--- config.mk ---
export PLATFORM = sky130hd
export DESIGN_NAME = if_fetch_unit_flat
export DESIGN_NICKNAME = d
export VERILOG_FILES = /design/src/rtl/if_fetch_unit_if.sv /design/src/rtl/if_fetch_unit.sv /design/src/flat_wrapper.sv
export SDC_FILE = /design/constraint.sdc
export NUM_CORES = 1
export LEC_CHECK = 0
export CORE_AREA = 4 4 133 135
export CTS_CLUSTER_SIZE = 40
export DETAILED_ROUTE_END_ITERATION = 8
export DIE_AREA = 0 0 137 139
export PLACE_DENSITY = 0.88
export SKIP_CTS_REPAIR_TIMING = 1
export SLEW_MARGIN = 20
export SYNTH_ARGS = -nofsm -noshare
export SYNTH_HDL_FRONTEND = slang
export SYNTH_SLANG_ARGS = --single-unit
--- constraint.sdc ---
create_clock -name clk -period 5.1 [get_ports clk]
set_input_delay 1.53 -clock clk [delete_from_list [all_inputs] [get_ports clk]]
set_output_delay 1.53 -clock clk [all_outputs]
set_load 0.01 [all_outputs]
--- src/rtl/if_fetch_unit_if.sv ---
// Instruction-memory read bus between the IF fetch engine and IM.
// One request per cycle on req/addr; data returns later on rvalid/rdata.
interface if_fetch_unit_if;
  logic        req;
  logic [31:0] addr;
  logic        rvalid;
  logic [31:0] rdata;

  modport master (
    output req,
    output addr,
    input  rvalid,
    input  rdata
  );

  modport slave (
    input  req,
    input  addr,
    output rvalid,
    output rdata
  );
endinterface

--- src/rtl/if_fetch_unit.sv ---
// IF-stage fetch engine: one IM read in flight, 1-entry skid buffer,
// MIPS delay-slot redirect handling into the IF/ID register.
module if_fetch_unit #(
  parameter logic [31:0] RESET_PC = 32'h0000_3000
) (
  input  logic                    clk,
  input  logic                    reset,
  input  logic                    stall,
  input  logic                    redirect_valid,
  input  logic [31:0]             redirect_pc,
  if_fetch_unit_if.master         imem,
  output logic                    if_valid,
  output logic [31:0]             if_pc,
  output logic [31:0]             if_instr
);

  logic [31:0] pc_next;
  logic        outst;
  logic        skid_v;
  logic [31:0] skid_pc;
  logic [31:0] skid_instr;
  logic [31:0] issue_pc;

  logic        accept;
  logic        ifid_free;
  logic        issue;
  logic [31:0] redir_addr;
  logic [31:0] fetch_addr;

  always_comb begin
    accept     = imem.rvalid && outst;
    ifid_free  = !if_valid || !stall;
    redir_addr = {redirect_pc[31:2], 2'b00};
    fetch_addr = redirect_valid ? redir_addr : pc_next;
    // Never let a second word beyond IF/ID exist: that keeps PC+8
    // from being fetched after a branch.
    issue      = (!outst || accept) && !skid_v
                 && !(accept && !ifid_free) && reset;
    imem.req   = issue;
    imem.addr  = issue ? fetch_addr : 32'h0;
  end

  always_ff @(posedge clk) begin
    if (!reset) begin
      pc_next    <= RESET_PC;
      outst      <= 1'b0;
      skid_v     <= 1'b0;
      skid_pc    <= 32'h0;
      skid_instr <= 32'h0;
      issue_pc   <= 32'h0;
      if_valid   <= 1'b0;
      if_pc      <= 32'h0;
      if_instr   <= 32'h0;
    end else begin
      if (issue) begin
        issue_pc <= fetch_addr;
        outst    <= 1'b1;
        pc_next  <= fetch_addr + 32'd4;
      end else begin
        if (redirect_valid)
          pc_next <= redir_addr;
        if (accept)
          outst <= 1'b0;
      end

      if (if_valid && stall) begin
        if (accept) begin
          skid_v     <= 1'b1;
          skid_pc    <= issue_pc;
          skid_instr <= imem.rdata;
        end
      end else if (skid_v) begin
        if_valid <= 1'b1;
        if_pc    <= skid_pc;
        if_instr <= skid_instr;
        skid_v   <= 1'b0;
      end else if (accept) begin
        if_valid <= 1'b1;
        if_pc    <= issue_pc;
        if_instr <= imem.rdata;
      end else begin
        if_valid <= 1'b0;
      end
    end
  end

endmodule

--- src/flat_wrapper.sv ---
// flat-port wrapper written by rule: the top's interface ports become plain ports
module if_fetch_unit_flat 
#(
  parameter logic [31:0] RESET_PC = 32'h0000_3000
)
  (clk, reset, stall, redirect_valid, redirect_pc, if_valid, if_pc, if_instr, imem_req, imem_addr, imem_rvalid, imem_rdata);
  if_fetch_unit_if imem_i ();
  input  logic clk;
  input  logic reset;
  input  logic stall;
  input  logic redirect_valid;
  input  logic [31:0] redirect_pc;
  output logic if_valid;
  output logic [31:0] if_pc;
  output logic [31:0] if_instr;
  output wire logic [$bits(imem_i.req)-1:0] imem_req;
  output wire logic [$bits(imem_i.addr)-1:0] imem_addr;
  input wire logic [$bits(imem_i.rvalid)-1:0] imem_rvalid;
  input wire logic [$bits(imem_i.rdata)-1:0] imem_rdata;
  assign imem_req = imem_i.req;
  assign imem_addr = imem_i.addr;
  assign imem_i.rvalid = imem_rvalid;
  assign imem_i.rdata = imem_rdata;
  if_fetch_unit #(.RESET_PC(RESET_PC)) u_core (.clk(clk), .reset(reset), .stall(stall), .redirect_valid(redirect_valid), .redirect_pc(redirect_pc), .imem(imem_i), .if_valid(if_valid), .if_pc(if_pc), .if_instr(if_instr));
endmodule
-- Word level (Yosys, flattened, before mapping)
Index checks and enable logic that the tools add are counted.
- bits in writable memories: 0
- input bits: 69
- bits in latches: 0
- memories kept: 0
- output and inout port bits: 98
- register bits: 195
- logic and storage cells: 41
- memory bits (read-only): 0
- reduce and logical (&&, ||, !) cells: 19
- bitwise operators: 1
- equality and inequality tests: 0
- magnitude comparators: 0
- multiply operators: 0
- add/sub/neg operators: 1
- shift operators: 0
- div/mod/pow operators: 0
- muxes and demuxes: 11
- operator list (operator ; number):
    $mux W32 ; 7
    $add A32 B3 Y32 const B ; 1
    $logic_and A1 B1 Y1 ; 6
    $logic_not A1 Y1 ; 6
    $reduce_and A2 Y1 ; 3
    $mux W1 ; 4
    $reduce_bool A2 Y1 ; 2
    $logic_or A1 B1 Y1 ; 2
    $not A1 Y1 ; 1

-- Logic depth before layout (Yosys ltp)
- depth in word-level cells: 8
- depth in mapped cells: 13
- gate-level depth less buffers: 8

-- Worst setup path after synthesis
OpenSTA, ideal clock, no wires.
- path type: input -> output
- from: in redirect_valid
- to: out imem_addr[2]
- buffers on the path: 3
- required time: 3.570 ns
- slack: 0.709 ns
- stages: 5
- arrival time: 2.861 ns
- cells stage by stage: buf_4 > buf_2 > clkbuf_1 > mux2_2 > ha_1
- cells in the longest elaborated chain, start to end: 2
- RTL lines (what ; line ; source):
    from (decl) ; flat_wrapper.sv:11 ; input logic redirect_valid;
    $mux W32 ; n/a ;
    via u_core.fetch_addr[2] ; if_fetch_unit.sv:28 ; logic [31:0] fetch_addr;
    $mux W32 ; if_fetch_unit.sv:40 ; imem.addr = issue ? fetch_addr : 32'h0;
    to (decl) ; flat_wrapper.sv:17 ; output wire logic [$bits(imem_i.addr)-1:0] imem_addr;
The timed path passes the listed nets, and every way through them passes these cells.

-- Final worst setup path
- from: in imem_rvalid
- to: out imem_addr[22]
- cells in the longest elaborated chain, start to end: 6
- RTL lines (what ; line ; source):
    from (decl) ; flat_wrapper.sv:18 ; input wire logic [$bits(imem_i.rvalid)-1:0] imem_rvalid;
    $logic_and A1 B1 Y1 * ; if_fetch_unit.sv:31 ; accept = imem.rvalid && outst;
    $logic_or A1 B1 Y1 or $logic_and A1 B1 Y1 (tied branches) ; if_fetch_unit.sv:37, if_fetch_unit.sv:38 ;
    $logic_and A1 B1 Y1 or $logic_not A1 Y1 (tied branches) ; if_fetch_unit.sv:37, if_fetch_unit.sv:38 ;
    $logic_and A1 B1 Y1 * (2 in a row) ; if_fetch_unit.sv:38 ; && !(accept && !ifid_free) && reset;
    $mux W32 * ; if_fetch_unit.sv:40 ;
Mark *: on every way between the ends. The rest lies on a longest branch, timed or not.

==> out/results.ini <==
[run_status]
outcome = finished clean

[critical_path]
path_buf_inv = 3
critPathRequiredTime_ns = 3.57
path_class = in -> out
path_cells = clkdlybuf4s50_1, a21bo_2, a21o_2, buf_4, nor2_1, clkdlybuf4s50_1
cp_top_family = buffers and inverters
cp_common_cell = clkdlybuf4s50_1
cp_data_arrival_time_ns = 3.53
start_kind = primary input
crit_path_max_incr_delay_ns = 0.56
cp_max_fo = 28
crit_path_end_kind = output pin
slowest_stage = clkdlybuf4s50_1

[route]
via_per_inst = 5.41
wire_per_inst_um = 15.5
drcViolationCount = 0
final_antenna_net_count = 0
drtIter0Drc = 359
drt_first_pass_iters = 5
vias = 7281
wl_mm = 20.8

[finish]
final_area_sq_um = 10800
diodes = 0
n_fill_cell = 1330
drive_above_1_share = 0.0853
final_cell_mix = dfxtp_1 (194), nand2_1 (161), clkdlybuf4s50_1 (149)
nNetsFinal = 1184
area_delta_synth_final_pct = 31.6
final_common_cell = dfxtp_1

[clock_tree]
numClockSinks = 195
insertion_delay_ns = 0.43
cts_made_buffers = 17
htree_levels = 4
cts_max_path_buffers = 2
cts-root-buf = clkbuf_16
clk_pin_slew_worst_paths_ns = 0.07
cts_tree = done

[timing]
hold_violations = 0
slew_headroom = 0.459
hold_ws_ns = 0.455
finalSetupViolations = 0
rsz0062_at_grt = true
tns_ns = 0
fmax_mhz = 198
period_needed_ns = 5.06
fin_crit_sh = 0.993
fin_ws_ns = 0.0370
finClkSkew_ns = 0.0117
slew_viol_final = 0
worst_pin_slew_ns = 0.811

[yosys]
synth-async-reset-ratio = 0
yosysWarningCount = 0
synth.distinct_cells = 48
netlist.area_leader.share = 0.473
syn_area_per_cell_sq_um = 8.55
seq_area_frac_synth = 0.473
synth_area_sq_um = 8250
synth-edff-count = 0
synth_top_cell_by_area = dfxtp_1
synthFlopType = dfxtp_1
yosys-top-cells-area = dfxtp_1 (47%), mux2i_1 (12%), nand2_1 (7.3%), a21oi_1 (6.5%), nor2_1 (6.4%)
synth_seq_cells = 195
syn_inst = 964
synth_nets = 1035

[grt]
grt_overflow = 0
grt_max_degree = 106
grt_pass1_wl_mm = 33.1
antenna_found_initial = 4
track_usage = 0.214
grt_pass1_vias = 6905

[placement]
gp_congestion = 0.905
dp_hpwl_mm = 14.4
dpl_cell_area_sq_um = 10200
port-buffer-count = 164
pre_cts_ws_ns = -0.00512

[run]
drv_cap = 0

[die]
design.die.area_sq_um = 19000
coreArea_sq_um = 16500
die_h_um = 139
pin_count = 167
start_util = 0.501
core.rowCount = 47
die_w_um = 137

[min_path]
hold_class = reg -> reg

[power]
pwr_density_cell_nw_per_um2 = 310
peakVddDrop_mv = 0.243
leakagePower_nw = 3.89

==> cells by family (layout without fill, tap and decap cells) <==
group / after synthesis / after routing / share of synthesized area
muxes: 99 / 99 / 0.121
and+or+nand+nor: 376 / 376 / 0.196
DFF: 195 / 195 / 0.473
buffers and inverters: 78 / 240 / 0.0376
xor gates and xnor gates: 13 / 13 / 0.0138
AOI/OAI and AO/OA: 201 / 201 / 0.155
adders and majority gates: 2 / 2 / 0.00303
==> layout make-up <==
| type | count | area (sq um) | share of cell area |
|---|---|---|---|
| Timing Repair Buffer | 201 | 1970 | 0.182 |
| Clock inverter | 15 | 150 | 0.0138 |
| Inverter | 7 | 31.3 | 0.00288 |
| Tap cell | 220 | 275 | 0.0254 |
| Multi-Input combinational cell | 691 | 4090 | 0.377 |
| Clock buffer | 17 | 425 | 0.0392 |
| Sequential cell | 195 | 3910 | 0.360 |
==> tightest hold or removal path: stages, from the launching register on <==
cell and delay [ns]:
dfxtp_1 0.31, nand2_1 0.05, a21oi_1 0.05
==> metrics by stage <==
| stage | utilization | std cells | power (W) |
|---|---|---|---|
| finish | 0.659 | 1346 | 0.00336 |
| global route | 0.659 | 1346 | 0.00349 |
| CTS | 0.655 | 1346 | 0.00339 |
| detailed placement | 0.620 | 1314 | 0.00210 |
| global placement | 0.620 | 1314 | 0.00208 |
| floorplan | - | 964 | 0.00187 |
==> cells in the mapped netlist (2+ instances only) <==
| cell type | n |
|---|---|
| nor2_1 | 140 |
| a21oi_1 | 107 |
| clkbuf_1 | 53 |
| xor2_1 | 2 |
| and3_1 | 2 |
| o21ai_1 | 4 |
| inv_2 | 2 |
| buf_1 | 11 |
| o21ai_0 | 3 |
| nand2b_1 | 7 |
| buf_2 | 5 |
| xnor2_1 | 11 |
| inv_1 | 5 |
| a22oi_1 | 3 |
| and2_1 | 2 |
| o31ai_1 | 4 |
| nand4_1 | 10 |
| dfxtp_1 | 195 |
| o21a_1 | 2 |
| nor4_1 | 6 |
| nand3_1 | 14 |
| nand3b_1 | 7 |
| ha_1 | 2 |
| nand4b_1 | 5 |
| mux2i_1 | 95 |
| o31a_1 | 2 |
| nor3b_1 | 7 |
| nor3_1 | 10 |
| nor2b_1 | 2 |
| nand2_1 | 161 |
| mux2_2 | 4 |
| a211oi_1 | 65 |
==> layer usage <==
layer	routed length (um)	part of all wire	GRT usage	vias to the layer above
met3	1400	0.067	0.0639	41
met5	42	0.0020	0	-
met2	9960	0.48	0.353	208
met4	408	0.020	0.0741	6
li1	-	-	-	3661
met1	9010	0.43	0.266	3365
==> worst paths after layout <==
check | start | endpoint | slack [ns] | depth (start not counted)
max | imem_rvalid | imem_addr[22] | 0.04 | 6
min | u_core.skid_pc[2] | u_core.skid_pc[2] | 0.46 | 2
max reg2reg | u_core.pc_next[3] | u_core.pc_next[30] | 2.62 | 9
min reg2reg | u_core.skid_pc[2] | u_core.skid_pc[2] | 0.46 | 2
==> report_power, final <==
part	switching [W]	internal, W
clock	0.000610	0.000686
sequential	0.0000396	0.00158
combinational	0.000219	0.000220
==> flip-flops by register name, indices dropped and copies added, names as in the netlist <==
name,cells
u_core.if_instr,32
u_core.if_pc,32
u_core.issue_pc,32
u_core.pc_next,32
u_core.skid_instr,32
u_core.skid_pc,32
u_core.if_valid,1
u_core.outst,1
u_core.skid_v,1
(Power assumes the default switching activity.)
